[src/rtl/chrom_eval_pkg.sv]
`default_nettype none
// ============================================================================
// Module   : chrom_eval_pkg
// Brief    : Shared constants for the chromosome evaluation controller:
//            FSM state encoding, memory word field positions, lane count
//            and a saturating increment helper.
// Revision : 1.0  initial release
// ============================================================================
package chrom_eval_pkg;

  // Memory word layout: [31:16] stimulus, [15:8] valid mask, [7:0] expected
  localparam int IN_LSB       = 16;
  localparam int VALID_LSB    = 8;
  localparam int EXP_LSB      = 0;
  localparam int NUM_ERR_SUMS = 8;

  // Controller state encoding
  localparam logic [2:0] c_ST_IDLE    = 3'd0;
  localparam logic [2:0] c_ST_ISSUE   = 3'd1;
  localparam logic [2:0] c_ST_WAIT_RD = 3'd2;
  localparam logic [2:0] c_ST_APPLY   = 3'd3;
  localparam logic [2:0] c_ST_SAMPLE  = 3'd4;
  localparam logic [2:0] c_ST_DONE    = 3'd5;
  localparam logic [2:0] c_ST_RELEASE = 3'd6;

  // Increment that sticks at all-ones instead of wrapping
  function automatic logic [31:0] sat_inc(input logic [31:0] v);
    return (v == 32'hFFFF_FFFF) ? v : v + 32'd1;
  endfunction

endpackage
`default_nettype wire

[src/rtl/chrom_eval_ctrl_if.sv]
`default_nettype none
// ============================================================================
// Module   : chrom_eval_ctrl_if
// Brief    : Bundles the HPS handshake, memory s2 port and circuit-under-
//            evaluation signals of the chromosome evaluation controller.
//            master = controller side, slave = surrounding system side.
// Revision : 1.0  initial release
// ============================================================================
interface chrom_eval_ctrl_if #(
  parameter int ADDR_W = 14,
  parameter int IN_W   = 16,
  parameter int OUT_W  = 8
);
  // HPS PIO handshake
  logic              start_processing_chrom;
  logic [31:0]       sequences_to_process;
  logic              ready_to_process;
  logic              done_processing_chrom;
  logic              done_processing_feedback;
  // Memory s2 port
  logic [ADDR_W-1:0] mem_address;
  logic              mem_chipselect;
  logic              mem_clken;
  logic              mem_write;
  logic [3:0]        mem_byteenable;
  logic [31:0]       mem_readdata;
  // Circuit under evaluation
  logic [IN_W-1:0]   circ_in;
  logic [OUT_W-1:0]  circ_out;

  modport master (
    input  start_processing_chrom, sequences_to_process, done_processing_feedback,
           mem_readdata, circ_out,
    output ready_to_process, done_processing_chrom, mem_address, mem_chipselect,
           mem_clken, mem_write, mem_byteenable, circ_in
  );

  modport slave (
    output start_processing_chrom, sequences_to_process, done_processing_feedback,
           mem_readdata, circ_out,
    input  ready_to_process, done_processing_chrom, mem_address, mem_chipselect,
           mem_clken, mem_write, mem_byteenable, circ_in
  );

endinterface
`default_nettype wire

[src/rtl/chrom_eval_ctrl_err_accum.sv]
`default_nettype none
// ============================================================================
// Module   : err_accum
// Brief    : Array of saturating 32-bit mismatch counters, one per circuit
//            output bit. i_clear zeroes all lanes (wins over i_sample);
//            i_sample adds one to every lane whose i_mism bit is set.
// Revision : 1.0  initial release
// ============================================================================
module err_accum
  import chrom_eval_pkg::*;
(
  input  wire logic                            clk,
  input  wire logic                            rst,
  input  wire logic                            i_clear,
  input  wire logic                            i_sample,
  input  wire logic [NUM_ERR_SUMS-1:0]         i_mism,
  output logic      [NUM_ERR_SUMS-1:0][31:0]   o_sums
);

  for (genvar k = 0; k < NUM_ERR_SUMS; k++) begin : g_lane
    logic [31:0] r_sum;

    // Per-lane counter: clear on a new evaluation, count mismatches on sample
    always_ff @(posedge clk or posedge rst) begin
      if (rst)
        r_sum <= 32'd0;
      else if (i_clear)
        r_sum <= 32'd0;
      else if (i_sample && i_mism[k])
        r_sum <= sat_inc(r_sum);
    end

    assign o_sums[k] = r_sum;
  end

endmodule
`default_nettype wire

[src/rtl/chrom_eval_ctrl.sv]
`default_nettype none
// ============================================================================
// Module   : chrom_eval_ctrl
// Brief    : Sequences evaluation of one chromosome. On an HPS start it walks
//            the stored test words, drives the circuit inputs, waits for the
//            circuit to settle, then accumulates masked output mismatches
//            into eight per-bit error sums and reports done to the HPS.
//            Optional macro CHROM_EVAL_CYCLE_COUNT_EN adds the eval_cycles
//            busy-cycle counter output.
// Revision : 1.0  initial release
// ============================================================================
module chrom_eval_ctrl
  import chrom_eval_pkg::*;
#(
  parameter int SETTLE_CYCLES = 4,
  parameter int ADDR_W        = 14,
  parameter int IN_W          = 16,
  parameter int OUT_W         = 8
) (
  input  wire logic          clk_clk,
  input  wire logic          reset_reset,
  chrom_eval_ctrl_if.master  bus,
  output logic [31:0]        error_sum_0,
  output logic [31:0]        error_sum_1,
  output logic [31:0]        error_sum_2,
  output logic [31:0]        error_sum_3,
  output logic [31:0]        error_sum_4,
  output logic [31:0]        error_sum_5,
  output logic [31:0]        error_sum_6,
  output logic [31:0]        error_sum_7
`ifdef CHROM_EVAL_CYCLE_COUNT_EN
  ,
  output logic [31:0]        eval_cycles
`endif
);

  // Largest sequence count the address space can hold; the address never wraps
  localparam logic [31:0] c_MAX_N        = 32'd1 << ADDR_W;
  localparam logic [7:0]  c_SETTLE_LAST  = 8'(SETTLE_CYCLES - 1);

  logic [2:0]                      r_state;
  logic [ADDR_W:0]                 r_n;
  logic [ADDR_W:0]                 r_idx;
  logic [15:0]                     r_word;
  logic [7:0]                      r_settle;
  logic [ADDR_W-1:0]               r_addr;
  logic                            r_cs;
  logic [IN_W-1:0]                 r_circ_in;

  logic [ADDR_W:0]                 w_n;
  logic [ADDR_W:0]                 w_idx_nxt;
  logic                            w_start;
  logic                            w_sample;
  logic [OUT_W-1:0]                w_mism;
  logic [NUM_ERR_SUMS-1:0][31:0]   w_sums;

  assign w_start   = (r_state == c_ST_IDLE) && bus.start_processing_chrom;
  assign w_sample  = (r_state == c_ST_SAMPLE);
  assign w_idx_nxt = r_idx + 1'b1;
  assign w_n       = (bus.sequences_to_process > c_MAX_N) ? c_MAX_N[ADDR_W:0]
                                                          : bus.sequences_to_process[ADDR_W:0];
  assign w_mism    = (bus.circ_out ^ r_word[EXP_LSB +: OUT_W]) & r_word[VALID_LSB +: OUT_W];

  // Controller FSM with its address, stimulus and settle registers
  always_ff @(posedge clk_clk or posedge reset_reset) begin
    if (reset_reset) begin
      r_state   <= c_ST_IDLE;
      r_n       <= '0;
      r_idx     <= '0;
      r_word    <= '0;
      r_settle  <= '0;
      r_addr    <= '0;
      r_cs      <= 1'b0;
      r_circ_in <= '0;
    end else begin
      case (r_state)
        c_ST_IDLE: begin
          if (bus.start_processing_chrom) begin
            r_n   <= w_n;
            r_idx <= '0;
            if (w_n == '0) begin
              r_state <= c_ST_DONE;
            end else begin
              r_state <= c_ST_ISSUE;
              r_addr  <= '0;
              r_cs    <= 1'b1;
            end
          end
        end
        c_ST_ISSUE: begin
          r_cs    <= 1'b0;
          r_state <= c_ST_WAIT_RD;
        end
        c_ST_WAIT_RD: begin
          r_word    <= bus.mem_readdata[15:0];
          r_circ_in <= bus.mem_readdata[IN_LSB +: IN_W];
          r_settle  <= '0;
          r_state   <= c_ST_APPLY;
        end
        c_ST_APPLY: begin
          if (r_settle == c_SETTLE_LAST)
            r_state <= c_ST_SAMPLE;
          else
            r_settle <= r_settle + 8'd1;
        end
        c_ST_SAMPLE: begin
          r_idx <= w_idx_nxt;
          if (w_idx_nxt == r_n) begin
            r_state <= c_ST_DONE;
          end else begin
            r_state <= c_ST_ISSUE;
            r_addr  <= w_idx_nxt[ADDR_W-1:0];
            r_cs    <= 1'b1;
          end
        end
        c_ST_DONE: begin
          if (bus.done_processing_feedback)
            r_state <= c_ST_RELEASE;
        end
        c_ST_RELEASE: begin
          // A start still held from the previous run must drop before re-arming
          if (!bus.start_processing_chrom && !bus.done_processing_feedback)
            r_state <= c_ST_IDLE;
        end
        default: r_state <= c_ST_IDLE;
      endcase
    end
  end

  assign bus.ready_to_process      = (r_state == c_ST_IDLE);
  assign bus.done_processing_chrom = (r_state == c_ST_DONE);
  assign bus.mem_address           = r_addr;
  assign bus.mem_chipselect        = r_cs;
  assign bus.mem_clken             = r_cs;
  assign bus.mem_write             = 1'b0;
  assign bus.mem_byteenable        = 4'hF;
  assign bus.circ_in               = r_circ_in;

  err_accum u_err_accum (
    .clk      (clk_clk),
    .rst      (reset_reset),
    .i_clear  (w_start),
    .i_sample (w_sample),
    .i_mism   (w_mism[NUM_ERR_SUMS-1:0]),
    .o_sums   (w_sums)
  );

  assign error_sum_0 = w_sums[0];
  assign error_sum_1 = w_sums[1];
  assign error_sum_2 = w_sums[2];
  assign error_sum_3 = w_sums[3];
  assign error_sum_4 = w_sums[4];
  assign error_sum_5 = w_sums[5];
  assign error_sum_6 = w_sums[6];
  assign error_sum_7 = w_sums[7];

`ifdef CHROM_EVAL_CYCLE_COUNT_EN
  logic [31:0] r_eval_cycles;

  // Busy-cycle counter: cleared on start, counts every sequencing cycle
  always_ff @(posedge clk_clk or posedge reset_reset) begin
    if (reset_reset)
      r_eval_cycles <= 32'd0;
    else if (w_start)
      r_eval_cycles <= 32'd0;
    else if ((r_state != c_ST_IDLE) && (r_state != c_ST_DONE) && (r_state != c_ST_RELEASE))
      r_eval_cycles <= sat_inc(r_eval_cycles);
  end

  assign eval_cycles = r_eval_cycles;
`endif

endmodule
`default_nettype wire

[src/flat_wrapper.sv]
// flat-port wrapper written by rule: the top's interface ports become plain ports
module chrom_eval_ctrl_flat import chrom_eval_pkg::*;
#(
  parameter int SETTLE_CYCLES = 4,
  parameter int ADDR_W        = 14,
  parameter int IN_W          = 16,
  parameter int OUT_W         = 8
)
  (clk_clk, reset_reset, error_sum_0, error_sum_1, error_sum_2, error_sum_3, error_sum_4, error_sum_5, error_sum_6, error_sum_7, bus_start_processing_chrom, bus_sequences_to_process, bus_done_processing_feedback, bus_mem_readdata, bus_circ_out, bus_ready_to_process, bus_done_processing_chrom, bus_mem_address, bus_mem_chipselect, bus_mem_clken, bus_mem_write, bus_mem_byteenable, bus_circ_in);
  chrom_eval_ctrl_if #(.ADDR_W(ADDR_W), .IN_W(IN_W), .OUT_W(OUT_W)) bus_i ();
  input  wire logic clk_clk;
  input  wire logic reset_reset;
  output logic [31:0] error_sum_0;
  output logic [31:0] error_sum_1;
  output logic [31:0] error_sum_2;
  output logic [31:0] error_sum_3;
  output logic [31:0] error_sum_4;
  output logic [31:0] error_sum_5;
  output logic [31:0] error_sum_6;
  output logic [31:0] error_sum_7;
  input wire logic [$bits(bus_i.start_processing_chrom)-1:0] bus_start_processing_chrom;
  input wire logic [$bits(bus_i.sequences_to_process)-1:0] bus_sequences_to_process;
  input wire logic [$bits(bus_i.done_processing_feedback)-1:0] bus_done_processing_feedback;
  input wire logic [$bits(bus_i.mem_readdata)-1:0] bus_mem_readdata;
  input wire logic [$bits(bus_i.circ_out)-1:0] bus_circ_out;
  output wire logic [$bits(bus_i.ready_to_process)-1:0] bus_ready_to_process;
  output wire logic [$bits(bus_i.done_processing_chrom)-1:0] bus_done_processing_chrom;
  output wire logic [$bits(bus_i.mem_address)-1:0] bus_mem_address;
  output wire logic [$bits(bus_i.mem_chipselect)-1:0] bus_mem_chipselect;
  output wire logic [$bits(bus_i.mem_clken)-1:0] bus_mem_clken;
  output wire logic [$bits(bus_i.mem_write)-1:0] bus_mem_write;
  output wire logic [$bits(bus_i.mem_byteenable)-1:0] bus_mem_byteenable;
  output wire logic [$bits(bus_i.circ_in)-1:0] bus_circ_in;
  assign bus_i.start_processing_chrom = bus_start_processing_chrom;
  assign bus_i.sequences_to_process = bus_sequences_to_process;
  assign bus_i.done_processing_feedback = bus_done_processing_feedback;
  assign bus_i.mem_readdata = bus_mem_readdata;
  assign bus_i.circ_out = bus_circ_out;
  assign bus_ready_to_process = bus_i.ready_to_process;
  assign bus_done_processing_chrom = bus_i.done_processing_chrom;
  assign bus_mem_address = bus_i.mem_address;
  assign bus_mem_chipselect = bus_i.mem_chipselect;
  assign bus_mem_clken = bus_i.mem_clken;
  assign bus_mem_write = bus_i.mem_write;
  assign bus_mem_byteenable = bus_i.mem_byteenable;
  assign bus_circ_in = bus_i.circ_in;
  chrom_eval_ctrl #(.SETTLE_CYCLES(SETTLE_CYCLES), .ADDR_W(ADDR_W), .IN_W(IN_W), .OUT_W(OUT_W)) u_core (.clk_clk(clk_clk), .reset_reset(reset_reset), .bus(bus_i), .error_sum_0(error_sum_0), .error_sum_1(error_sum_1), .error_sum_2(error_sum_2), .error_sum_3(error_sum_3), .error_sum_4(error_sum_4), .error_sum_5(error_sum_5), .error_sum_6(error_sum_6), .error_sum_7(error_sum_7));
endmodule
[config.mk]
export PLATFORM = sky130hd
export DESIGN_NAME = chrom_eval_ctrl_flat
export DESIGN_NICKNAME = d
export VERILOG_FILES = /design/src/rtl/chrom_eval_pkg.sv /design/src/rtl/chrom_eval_ctrl_if.sv /design/src/rtl/chrom_eval_ctrl_err_accum.sv /design/src/rtl/chrom_eval_ctrl.sv /design/src/flat_wrapper.sv
export SDC_FILE = /design/constraint.sdc
export NUM_CORES = 1
export LEC_CHECK = 0
export ABC_AREA = 1
export BUFFER_PORTS_ARGS = -buffer_cell sky130_fd_sc_hd__buf_2
export CAP_MARGIN = 40
export CORE_ASPECT_RATIO = 0.6
export CORE_MARGIN = 2
export CORE_UTILIZATION = 52
export CTS_CLUSTER_SIZE = 12
export DETAILED_ROUTE_END_ITERATION = 10
export MAX_ROUTING_LAYER = met4
export PLACE_DENSITY = 0.78
export SYNTH_ARGS = -nofsm -noshare
export SYNTH_HDL_FRONTEND = slang
export SYNTH_HIERARCHICAL = 1
export SYNTH_SLANG_ARGS = --single-unit
[constraint.sdc]
create_clock -name clk_clk -period 7.1 [get_ports clk_clk]
set_input_delay 0.355 -clock clk_clk [delete_from_list [all_inputs] [get_ports clk_clk]]
set_output_delay 0.355 -clock clk_clk [all_outputs]
set_load 0.005 [all_outputs]
-- After elaboration in Yosys (flattened, before gate mapping)
Cells that the tools add are included.
- bits in registers: 344
- latch bits: 0
- memory bits (writable): 0
- ROM bits: 0
- input port bits: 76
- output and inout port bits: 295
- logic and storage cells: 143
- memories kept: 0
- add/subtract/negate cells: 10
- multipliers: 0
- div/mod/pow operators: 0
- magnitude comparators: 1
- equality and inequality tests: 31
- shift-type cells: 0
- muxes and demuxes: 44
- bitwise gates (word level): 2
- reduce and logical (&&, ||, !) cells: 39
- operators with widths (operator ; number):
    $mux W32 ; 24
    $add A32 B1 Y32 const B ; 8
    $eq A32 B32 Y1 const B ; 8
    $mux W14 ; 3
    $gt A32 B15 Y1 const B ; 1
    $mux W15 ; 2
    $pmux W15 S2 ; 1
    $pmux W14 S2 ; 1
    $ne A2 B2 Y1 const B ; 13
    $reduce_and A2 Y1 ; 11
    $pmux W3 S7 ; 1
    $reduce_bool A2 Y1 ; 10
    $mux W3 ; 6
    $pmux W8 S2 ; 1
    $add A15 B1 Y15 const B ; 1
    $eq A15 B15 Y1 ; 1
    $logic_not A15 Y1 ; 1
    $reduce_and A4 Y1 ; 3
    $logic_and A1 B1 Y1 ; 10
    $eq A3 B3 Y1 const B ; 3
    $add A8 B1 Y8 const B ; 1
    $and A8 B8 Y8 ; 1
    $eq A8 B2 Y1 const B ; 1
    $mux W8 ; 1
    other kinds (9) ; 14

-- Logic depth before layout (Yosys ltp)
Gate-level depths: netlist of run 1.
- word-level depth: 6
- depth in mapped cells: 16
- mapped depth without buffers: 15

-- Modules after synthesis
Netlist of run 1, hierarchy kept.
- by module, submodules not included (module ; times used ; cells each ; area each (µm²) ; seq. area each (µm²)):
    err_accum ; 1 ; 2657 ; 17043.8 ; 6406.1
    chrom_eval_ctrl ; 1 ; 641 ; 4659.5 ; 2202.1

-- Worst setup path after synthesis of run 1
No wires, ideal clock.
- kind: reg2reg
- start: register u_core.r_state[1]
- end: register u_core.u_err_accum.g_lane[6].r_sum[4]
- setup time: 0.126 ns
- arrival: 2.288 ns
- data required time: 6.974 ns
- path slack: 4.686 ns
- stages on the path, launching flop included: 15
- buffers on the path: 4
- period minus slack after synthesis: 2.414 ns
- path through: dfrtp_1 > inv_1 > nand2_1 > nor2_1 > inv_1 > nor2_2 > clkbuf_1 > clkinv_1 > buf_2 > nand2_1 > nand2_1 > buf_6 > buf_6 > nand2_1 > o21ai_0
- longest elaborated chain between the ends: 4
- elaborated cells on any way between the ends: 8
- classes of those cells: eq/ne: 2; mux: 1; reduce/logical: 5
- RTL lines (item ; line ; text):
    from (decl) ; chrom_eval_ctrl.sv:41 ; logic [2:0] r_state;
    from (signal assigned) ; chrom_eval_ctrl.sv:67 ; r_state <= c_ST_IDLE;
    from (signal assigned) ; chrom_eval_ctrl.sv:82 ; r_state <= c_ST_DONE;
    from (signal assigned) ; chrom_eval_ctrl.sv:84 ; r_state <= c_ST_ISSUE;
    $logic_not A3 Y1 (*) ; -- ;
    net bus_ready_to_process ; flat_wrapper.sv:26 ; output wire logic [$bits(bus_i.ready_to_process)-1:0] bus_ready_to_process;
    $logic_and A1 B1 Y1 (*) ; chrom_eval_ctrl.sv:57 ; assign w_start = (r_state == c_ST_IDLE) && bus.start_processing_chrom;
    net u_core.w_start ; chrom_eval_ctrl.sv:52 ; logic w_start;
    $ne A2 B2 Y1 (no line) / $reduce_bool A2 Y1 (equally long branches) ; -- ;
    $reduce_and A2 Y1 (no line) ; -- ;
    to (signal assigned) ; chrom_eval_ctrl_err_accum.sv:30 ; r_sum <= sat_inc(r_sum);
    to (decl) ; chrom_eval_ctrl_err_accum.sv:21 ; logic [31:0] r_sum;
Mark *: on every way through the listed nets, which the timed path passes. The rest lies on a longest branch.
A chain may end at the register's enable or synchronous reset.

-- Final worst setup path of run 1
- start: register u_core.r_state[1]
- end: register u_core.u_err_accum.g_lane[2].r_sum[7]
- longest elaborated chain between the ends: 4
- elaborated cells on any way between the ends: 8
- classes of those cells: eq/ne: 2; mux: 1; reduce/logical: 5
- RTL lines (item ; line):
    $logic_not A3 Y1 / $eq A3 B3 Y1 (equally long branches) ; chrom_eval_ctrl.sv:57, chrom_eval_ctrl.sv:58
    $logic_and A1 B1 Y1, on equally long branches ; chrom_eval_ctrl.sv:57, chrom_eval_ctrl_err_accum.sv:29
    $ne A2 B2 Y1 (no line) / $reduce_bool A2 Y1 (equally long branches) ; --
    $reduce_and A2 Y1 (no line) ; --
    to (signal assigned) ; chrom_eval_ctrl_err_accum.sv:30
    to (decl) ; chrom_eval_ctrl_err_accum.sv:21
Parallel ways exist; a longest one is shown, timed or not.

==> results of run 1 <==
## area by class of cell
type | count | area, µm² | share of cell area (%)
sequential | 344 | 8610 | 34.2
clock buffer | 55 | 1100 | 4.36
multi-input combinational | 2563 | 11400 | 45.5
inverter | 315 | 1190 | 4.73
antenna | 2 | 5.00 | 0.0199
tap | 560 | 701 | 2.79
clock inverter | 4 | 73.8 | 0.293
timing repair buffer | 385 | 2040 | 8.10
## metal layers
metal,vias up,wire length [µm],track usage [%]
met5,-,0,-
met4,0,1910,9.22
met3,117,5310,4.44
met2,939,26400,41.5
met1,10000,30700,45.8
li1,11000,-,-
## how the worst min path moves through the flow
| stage | start | endpoint | slack (ns) | depth (start not counted) |
|---|---|---|---|---|
| 6_report | bus_mem_readdata[12] | u_core/r_word[12] | 0.02 | 3 |
| 5_1_grt | bus_mem_readdata[30] | u_core/bus.circ_in[14] | 0.02 | 3 |
| 4_1_cts | bus_mem_readdata[15] | u_core/r_word[15] | 0.0002 | 3 |
| 3_5_place_dp | reset_reset | u_core/bus.mem_address[6] | 0.36 | 2 |
| 3_3_place_gp | reset_reset | u_core/r_n[6] | 0.36 | 2 |
| 2_1_floorplan | u_core/r_word[10] | u_core/r_word[10] | 0.44 | 2 |
## metrics by stage
step	cell area, µm²	cells	worst slack [ns]	hold WS (ns)	util [%]
2_1_floorplan	21700	3301	3.37	0.442	-
3_3_place_gp	23900	4161	3.76	0.359	58.6
3_5_place_dp	23900	4164	3.62	0.360	58.7
4_1_cts	25100	4226	3.59	0.000166	61.6
5_1_grt	25200	4228	3.27	0.0208	61.7
6_report	25200	4228	3.58	0.0237	61.7
## sequential cells by signal (all words and copies together) (netlist names), 3 cells and up
register,cells
u_core/bus.mem_address,14
u_core/bus.circ_in,16
u_core/r_word,16
u_core/r_idx,15
u_core/r_settle,8
u_core/r_n,15
u_core/r_state,3
u_core/u_err_accum/g_lane.r_sum,256
## power by group
group	total, mW	switching (mW)	internal, mW
sequential	2.53	0.293	2.24
clock	1.93	0.801	1.13
combinational	1.52	1.01	0.510
## logic make-up (layout without fill, tap and decap cells)
| family | Yosys count | in the layout | share of synthesized area (%) |
|---|---|---|---|
| XOR/XNOR | 94 | 94 | 3.86 |
| AND/OR/NAND/NOR | 2187 | 2187 | 41.7 |
| buffers and inverters | 394 | 759 | 7.71 |
| other | 2 | 7 | 0.0346 |
| adder cells (fa/ha/maj) | 10 | 10 | 0.577 |
| AO/OA/AOI/OAI | 267 | 267 | 6.49 |
| flip-flops | 344 | 344 | 39.7 |
## critical path, stage by stage (launching register included)
cell	delay, ns
dfrtp_1	0.36
inv_1	0.17
nand2_1	0.12
nor2_1	0.12
inv_1	0.10
nor2_4	0.08
buf_4	0.56
inv_4	0.34
buf_4	0.41
nand3_1	0.18
nand2_2	0.38
inv_2	0.35
nand2_1	0.08
o21ai_1	0.09
## cell usage in the layout (no fill, tap or decap), types with 11 or more instances in the layout
cell | netlist | routed
nand2_1 | 1338 | 1338
nor2_1 | 430 | 430
buf_2 | 23 | 365
dfrtp_1 | 344 | 344
inv_1 | 305 | 303
nand3_1 | 285 | 285
o21ai_0 | 191 | 191
xor2_1 | 55 | 55
clkbuf_16 | 0 | 39
xnor2_1 | 38 | 38
or2_2 | 28 | 28
o21ai_1 | 28 | 28
nand4_1 | 23 | 23
nor2_2 | 21 | 20
a21oi_1 | 18 | 18
o21bai_1 | 14 | 14
nand2_2 | 13 | 13
buf_4 | 20 | 13
nor3_1 | 12 | 11
## timing repair
action | in CTS | in global routing
hold buffers | 3 | 0
setup endpoints to repair | 0 | 0
gates resized for setup | 0 | 0
endpoints found under the hold margin | 53 | 0
==> results.cfg, run 1 <==
[timing]
fin_skew_ns = 0.0138
tightest_slew_ns = 0.920
finalSetupViolations = 0
max_freq_mhz = 284
hold_viol = 0
rsz0062_at_grt = false
slew_violations = 0
period_share_pct = 49.5
relSlewSlack_pct = 38.7
finalSetupTns_ns = 0
fin_crit_ns = 3.52

[synth]
ys_types = 42
yosysWarnings = 6
yosysMostFrequentCell = nand2_1
yosys.area.top_type_share_pct = 39.7
synth-edff-count = 0
syn_avg_cell_area_um2 = 6.58
synth.area.top_cells = dfrtp_1, nand2_1, nor2_1, nand3_1, inv_1
yosysSeqAreaShare_pct = 39.7
syn_area_um2 = 21700
ys_ff_latch = 344
synth_cells = 3298
synthTopCellsByCount = nand2_1, nor2_1, dfrtp_1, inv_1, nand3_1
async_reset_ff_share_pct = 100
synth_flop_cell = dfrtp_1
synth_top_area_cell = dfrtp_1

[power_and_ir_drop]
ir_worst_vdd_mv = 0.177
power-per-cell-area_nw_per_um2 = 238
p_leak_nw = 12.4
power_mw = 5.98

[run]
drv_cap = 0

[routing]
via_per_inst = 5.22
dr_total_vias = 22100
initialDrtViolationCount = 2591
drcViolationCount = 0
wl_per_cell_um = 15.2
wirelength_um = 64300
first_pass_iters = 7
drtAntennaViolNets = 0

[clocking]
clk_latency_ns = 0.54
postCtsSetupBuffers = 0
cts.htree.levels = 2
clock_sinks = 344
cts_buffers = 37
cts_tree = yes
cts_root_buffer = clkbuf_16
cts_buffer_depth = 3
clkTransAtPathRegs_ns = 0.06

[floorplan]
core_um2 = 40800
initial_core_util_pct = 53.2
ios = 371
die_h_um = 162
die_area_um2 = 43400
die_w_um = 268
num_rows = 57

[grt]
grt_max_degree = 119
grt_pass1_vias = 19500
grt_overflow = 0
grt.total_usage_pct = 30.3
grt_pass1_wl_um = 104000
antenna_found_initial = 2

[worst_setup_path]
r2r_slack_ns = 3.58
endpoint_kind = flop
r2r-start = u_core/r_state[1]
cp_data_required_time_ns = 7.55
critPathLaunchType = flop
worstPathArrival_ns = 3.96
r2r.worst_path.cells = 13
criticalPathCategory = flop to flop
critPathMaxFanout = 56
crit_path_start = u_core/r_state[1]
worstSetupEndpoint = u_core/u_err_accum/g_lane[2].r_sum[7]
r2r_end = u_core/u_err_accum/g_lane[2].r_sum[7]

[placed_design]
io_buffers = 365
dpl.hpwl_um = 47000
globalplace.congestion = 0.961

[final_layout]
syn_to_final_growth_pct = 15.9
drive_gt1_share_pct = 14.4
fin_nets = 3732
fill_cells = 3908

[status]
status = completed

[worst_hold_path]
min-delay-path-class = primary input to flop
Power figures use the tool's default switching activity.
==> run 2: changes to the inputs <==
clock period = 2.84 ns   (was 7.1 ns; I/O delays follow)
==> results.cfg, run 2 (synthesis results as in run 1) <==
[routing]
first_pass_iters = 9
dr_total_vias = 22700
via_per_inst = 5.30
wl_per_cell_um = 15.4
drtAntennaViolNets = 0
initialDrtViolationCount = 2336
drcViolationCount = 0
wirelength_um = 66000

[final_layout]
regArea_um2 = 8610
fill_cells = 3793
fin_area_um2 = 25600
regMostFlops = u_core/u_err_accum/g_lane.r_sum
fin_nets = 3787
largest_register_ffs = 256
final_util_pct = 62.9
layout_commonest_cell = nand2_1
syn_to_final_growth_pct = 18.2
drive_gt1_share_pct = 14.5
multi_input_area_um2 = 11400
fin_cells = 4277
layout_common_cells = nand2_1, nor2_1, buf_2

[clocking]
cts_buffer_depth = 3
cts_resized = 0
clock_sinks = 344
cts.htree.levels = 2
clk_latency_ns = 0.53
postCtsSetupBuffers = 0
cts_buffers = 36
clkTransAtPathRegs_ns = 0.06
cts_tree = yes
cts_root_buffer = clkbuf_16
holdBufCountCts = 48

[timing]
rsz0062_at_grt = false
fin_skew_ns = 0.0135
hold_viol = 0
period_share_pct = 88.0
tightest_slew_ns = 0.668
relSlewSlack_pct = 55.5
max_freq_mhz = 400
slew_violations = 0
fin_crit_ns = 2.50
finalSetupTns_ns = 0
finalSetupViolations = 0

[worst_setup_path]
slowest_delay_ns = 0.47
crit_family = buffers and inverters
r2r_slack_ns = 0.34
critPathLaunchType = flop
cp_data_required_time_ns = 3.30
crit_path_cell_trace = inv_2, nand2_1, nor2_1, inv_1, nor2_4, inv_4, buf_12, nand3_1, inv_1, nand2_1, nand2_1
cp.buffers_inverters = 5
r2r.worst_path.cells = 11
endpoint_kind = flop
r2r-start = u_core/r_state[0]
critPathMaxFanout = 48
r2r_end = u_core/u_err_accum/g_lane[3].r_sum[1]
crit_top_cell = nand2_1
criticalPathCategory = flop to flop
worstPathArrival_ns = 2.96
cp_slowest_cell = nand3_1

[placed_design]
globalplace.congestion = 1.02
io_buffers = 365
place_inst = 4175
place_area_um2 = 24100
dpl.hpwl_um = 48400

[worst_hold_path]
min-delay-path-class = primary input to flop
hold_path_end = u_core/r_n[14]
min_path_cells = 5
hp-start = bus_sequences_to_process[15]

[grt]
antenna_found_initial = 1
grt.total_usage_pct = 31.1
grt_overflow = 0
grt_pass1_vias = 20200
grt_max_degree = 117
grt_pass1_wl_um = 106000

[power_and_ir_drop]
power_mw = 15.0
ir_worst_vdd_mv = 0.523
power-per-cell-area_nw_per_um2 = 587
p_leak_nw = 12.6

[floorplan]
core_um2 = 40800
num_rows = 57
die_h_um = 162
die_area_um2 = 43400
initial_core_util_pct = 53.2
die_w_um = 268
ios = 371

[run]
drv_cap = 0

[status]
status = completed
==> run 2: changes by cell type in the layout (fill, tap and decap cells not counted), sizes merged <==
cell,previous run,this run
clkbuf,55,48
dlygate4sd3,3,48
buf,382,393
inv,309,310
diode,2,1
==> run 2: worst max-delay path by stage <==
stage / end / slack, ns / start / cells past startpoint
6_report: u_core/u_err_accum/g_lane[3].r_sum[1] / 0.34 / u_core/r_state[0] / 11
5_1_grt: u_core/bus.mem_address[2] / 0.1 / u_core/r_idx[0] / 15
4_1_cts: u_core/bus.mem_address[2] / 0.38 / u_core/r_idx[0] / 15
3_5_place_dp: u_core/bus.mem_address[2] / 0.41 / u_core/r_idx[0] / 15
3_3_place_gp: u_core/u_err_accum/g_lane[3].r_sum[30] / 0.53 / u_core/r_state[1] / 11
2_1_floorplan: u_core/u_err_accum/g_lane[0].r_sum[0] / -0.67 / reset_reset / 1
==> run 2: where the power goes <==
part           internal, mW  switching, mW  total, mW
Combinational          1.40           2.67       4.07
Clock                  2.69           1.95       4.65
Sequential             5.60          0.738       6.33
==> run 2: layout make-up <==
| class | count | share of cell area, % |
|---|---|---|
| Inverter | 315 | 4.64 |
| Tap cell | 560 | 2.73 |
| Timing Repair Buffer | 441 | 10.1 |
| Clock buffer | 48 | 4.01 |
| Antenna cell | 1 | 0.00976 |
| Clock inverter | 5 | 0.322 |
| Multi-Input combinational cell | 2563 | 44.6 |
| Sequential cell | 344 | 33.6 |
==> run 2: routing by layer <==
layer	global-route usage (%)	vias to the layer above	wire, µm
li1	-	11100	-
met1	45.8	10400	30700
met2	42.8	1029	27000
met3	5.32	161	5910
met4	10.9	0	2410
met5	-	-	0
==> run 2: tightest hold or removal path, stage by stage <==
cell	delay (ns)
buf_2	0.09
nor2_1	0.05
inv_1	0.10
o21ai_0	0.10
nand2_1	0.06
==> run 2: stage by stage <==
step,hold WS (ns),setup slack [ns]
3_5_place_dp,0.319,0.410
5_1_grt,0.0694,0.0963
4_1_cts,0.00883,0.383
6_report,0.0470,0.340
2_1_floorplan,0.259,-0.674
3_3_place_gp,0.319,0.532
==> run 3: changes to the inputs <==
==> constraint.sdc (replaced) <==
create_clock -name clk_clk -period 2.84 [get_ports clk_clk]
set_input_delay 0.142 -clock clk_clk [delete_from_list [all_inputs] [get_ports clk_clk]]
set_output_delay 0.142 -clock clk_clk [all_outputs]
set_load 0.1 [all_outputs]
==> results.cfg, run 3 (synthesis results as in run 1) <==
[floorplan]
ios = 371
num_rows = 57
die_w_um = 268
die_area_um2 = 43400
core_um2 = 40800
die_h_um = 162
initial_core_util_pct = 53.2

[routing]
drcViolationCount = 0
route.met3.wl_um = 5440
initialDrtViolationCount = 2570
via_per_inst = 5.21
first_pass_iters = 6
top_layer = met4
wirelength_um = 66000
drtAntennaViolNets = 0
wl_per_cell_um = 15.4
wl_met2_um = 27400
dr_total_vias = 22400
wl_met1_um = 31500

[worst_setup_path]
cp_slowest_cell = dfrtp_1
crit_path_cell_trace = inv_2, nand2_1, nor2_4, inv_1, nor2_4, inv_4, buf_4, nand3_2, o21ai_0
criticalPathCategory = flop to flop
r2r_slack_ns = 0.34
critPathLaunchType = flop
worstPathArrival_ns = 2.94
r2r_end = u_core/u_err_accum/g_lane[7].r_sum[9]
cp_data_required_time_ns = 3.27
cp.buffers_inverters = 4
crit_top_cell = nor2_4
r2r-start = u_core/r_state[0]
endpoint_kind = flop
critPathMaxFanout = 33
crit_family = buffers and inverters
slowest_delay_ns = 0.42
r2r.worst_path.cells = 9

[timing]
slew_violations = 0
period_share_pct = 88.2
max_freq_mhz = 399
rsz0062_at_grt = false
finalSetupViolations = 0
fin_skew_ns = 0.0145
tightest_slew_ns = 0.798
hold_viol = 0
fin_crit_ns = 2.50
relSlewSlack_pct = 46.8

[clocking]
clock_sinks = 344
cts_root_buffer = clkbuf_16
postCtsSetupBuffers = 0
cts.htree.levels = 2
cts_buffer_depth = 3
clkTransAtPathRegs_ns = 0.06
cts_resized = 0
cts_tree = yes
cts_buffers = 37
clk_latency_ns = 0.53

[placed_design]
place_inst = 4181
io_buffers = 365
globalplace.congestion = 0.971
dpl.hpwl_um = 48500

[final_layout]
layout_commonest_cell = nand2_1
fill_cells = 3786
regMostFlops = u_core/u_err_accum/g_lane.r_sum
syn_to_final_growth_pct = 18.9
layout_common_cells = nand2_1, nor2_1, buf_2
regArea_um2 = 8610
diodes = 0
fin_nets = 3796
largest_register_ffs = 256
fin_cells = 4289
drive_gt1_share_pct = 14.8
multi_input_area_um2 = 11500

[power_and_ir_drop]
power-per-cell-area_nw_per_um2 = 725
ir_worst_vdd_mv = 0.645
p_leak_nw = 12.7
power_mw = 18.7

[worst_hold_path]
min-delay-path-class = primary input to flop
hold_path_end = u_core/r_state[1]
hp-start = bus_start_processing_chrom
min_path_cells = 5

[grt]
grt_max_degree = 60
grt_pass1_vias = 19600
grt_overflow = 0
grt_pass1_wl_um = 105000
antenna_found_initial = 1
grt.total_usage_pct = 30.9

[status]
status = completed

[run]
drv_cap = 0
run 3: cell type report:
class	instances	share of cell area [%]
multi-input cells	2563	44.4
well taps	560	2.71
inverters	315	4.61
repair buffers	449	10.3
clock buffers	51	4.27
clock inverters	7	0.344
flip-flops and latches	344	33.4
run 3: repair_timing:
action / in CTS / in global routing
endpoints found under the hold margin: 197 / 0
hold buffers: 50 / 0
setup endpoints to repair: 0 / 0
run 3: worst max path at each step:
| stage | startpoint | to | depth (start not counted) |
|---|---|---|---|
| 2_1_floorplan | reset_reset | u_core/u_err_accum/g_lane[0].r_sum[0] | 1 |
| 3_3_place_gp | u_core/r_idx[0] | u_core/bus.mem_address[8] | 14 |
| 3_5_place_dp | u_core/r_state[0] | u_core/u_err_accum/g_lane[7].r_sum[9] | 9 |
| 4_1_cts | u_core/r_state[0] | u_core/u_err_accum/g_lane[7].r_sum[9] | 9 |
| 5_1_grt | u_core/r_idx[0] | u_core/bus.mem_address[9] | 14 |
| 6_report | u_core/r_state[0] | u_core/u_err_accum/g_lane[7].r_sum[9] | 9 |
run 3: metrics by stage:
stage / hold slack, ns / setup TNS [ns] / util [%] / worst slack (ns) / area [µm²]
3_5_place_dp: 0.242 / 0 / 59.1 / 0.375 / 24100
6_report: 0.111 / 0 / 63.3 / 0.336 / 25800
3_3_place_gp: 0.343 / 0 / 59.1 / 0.501 / 24100
2_1_floorplan: 0.259 / -172.45 / - / -0.674 / 21700
5_1_grt: 0.156 / 0 / 63.3 / 0.129 / 25800
4_1_cts: 0.0688 / 0 / 63.3 / 0.353 / 25800
run 3: power by group:
group	total, mW	switching, mW	internal [mW]
registers	6.34	0.748	5.60
clock network	4.88	2.01	2.87
logic	7.49	6.07	1.41
total	18.7	8.83	9.88
run 3: worst min-delay path, cell delays in order:
cell and delay [ns]:
buf_2 0.12, nor2_1 0.10, inv_1 0.07, o21ai_0 0.12, a31oi_1 0.05
run 3: routing by layer:
layer / vias to the layer above / track usage [%]
li1: 11100 / -
met3: 92 / 4.31
met4: 0 / 7.80
met1: 10300 / 46.7
met2: 891 / 43.2
met5: - / -
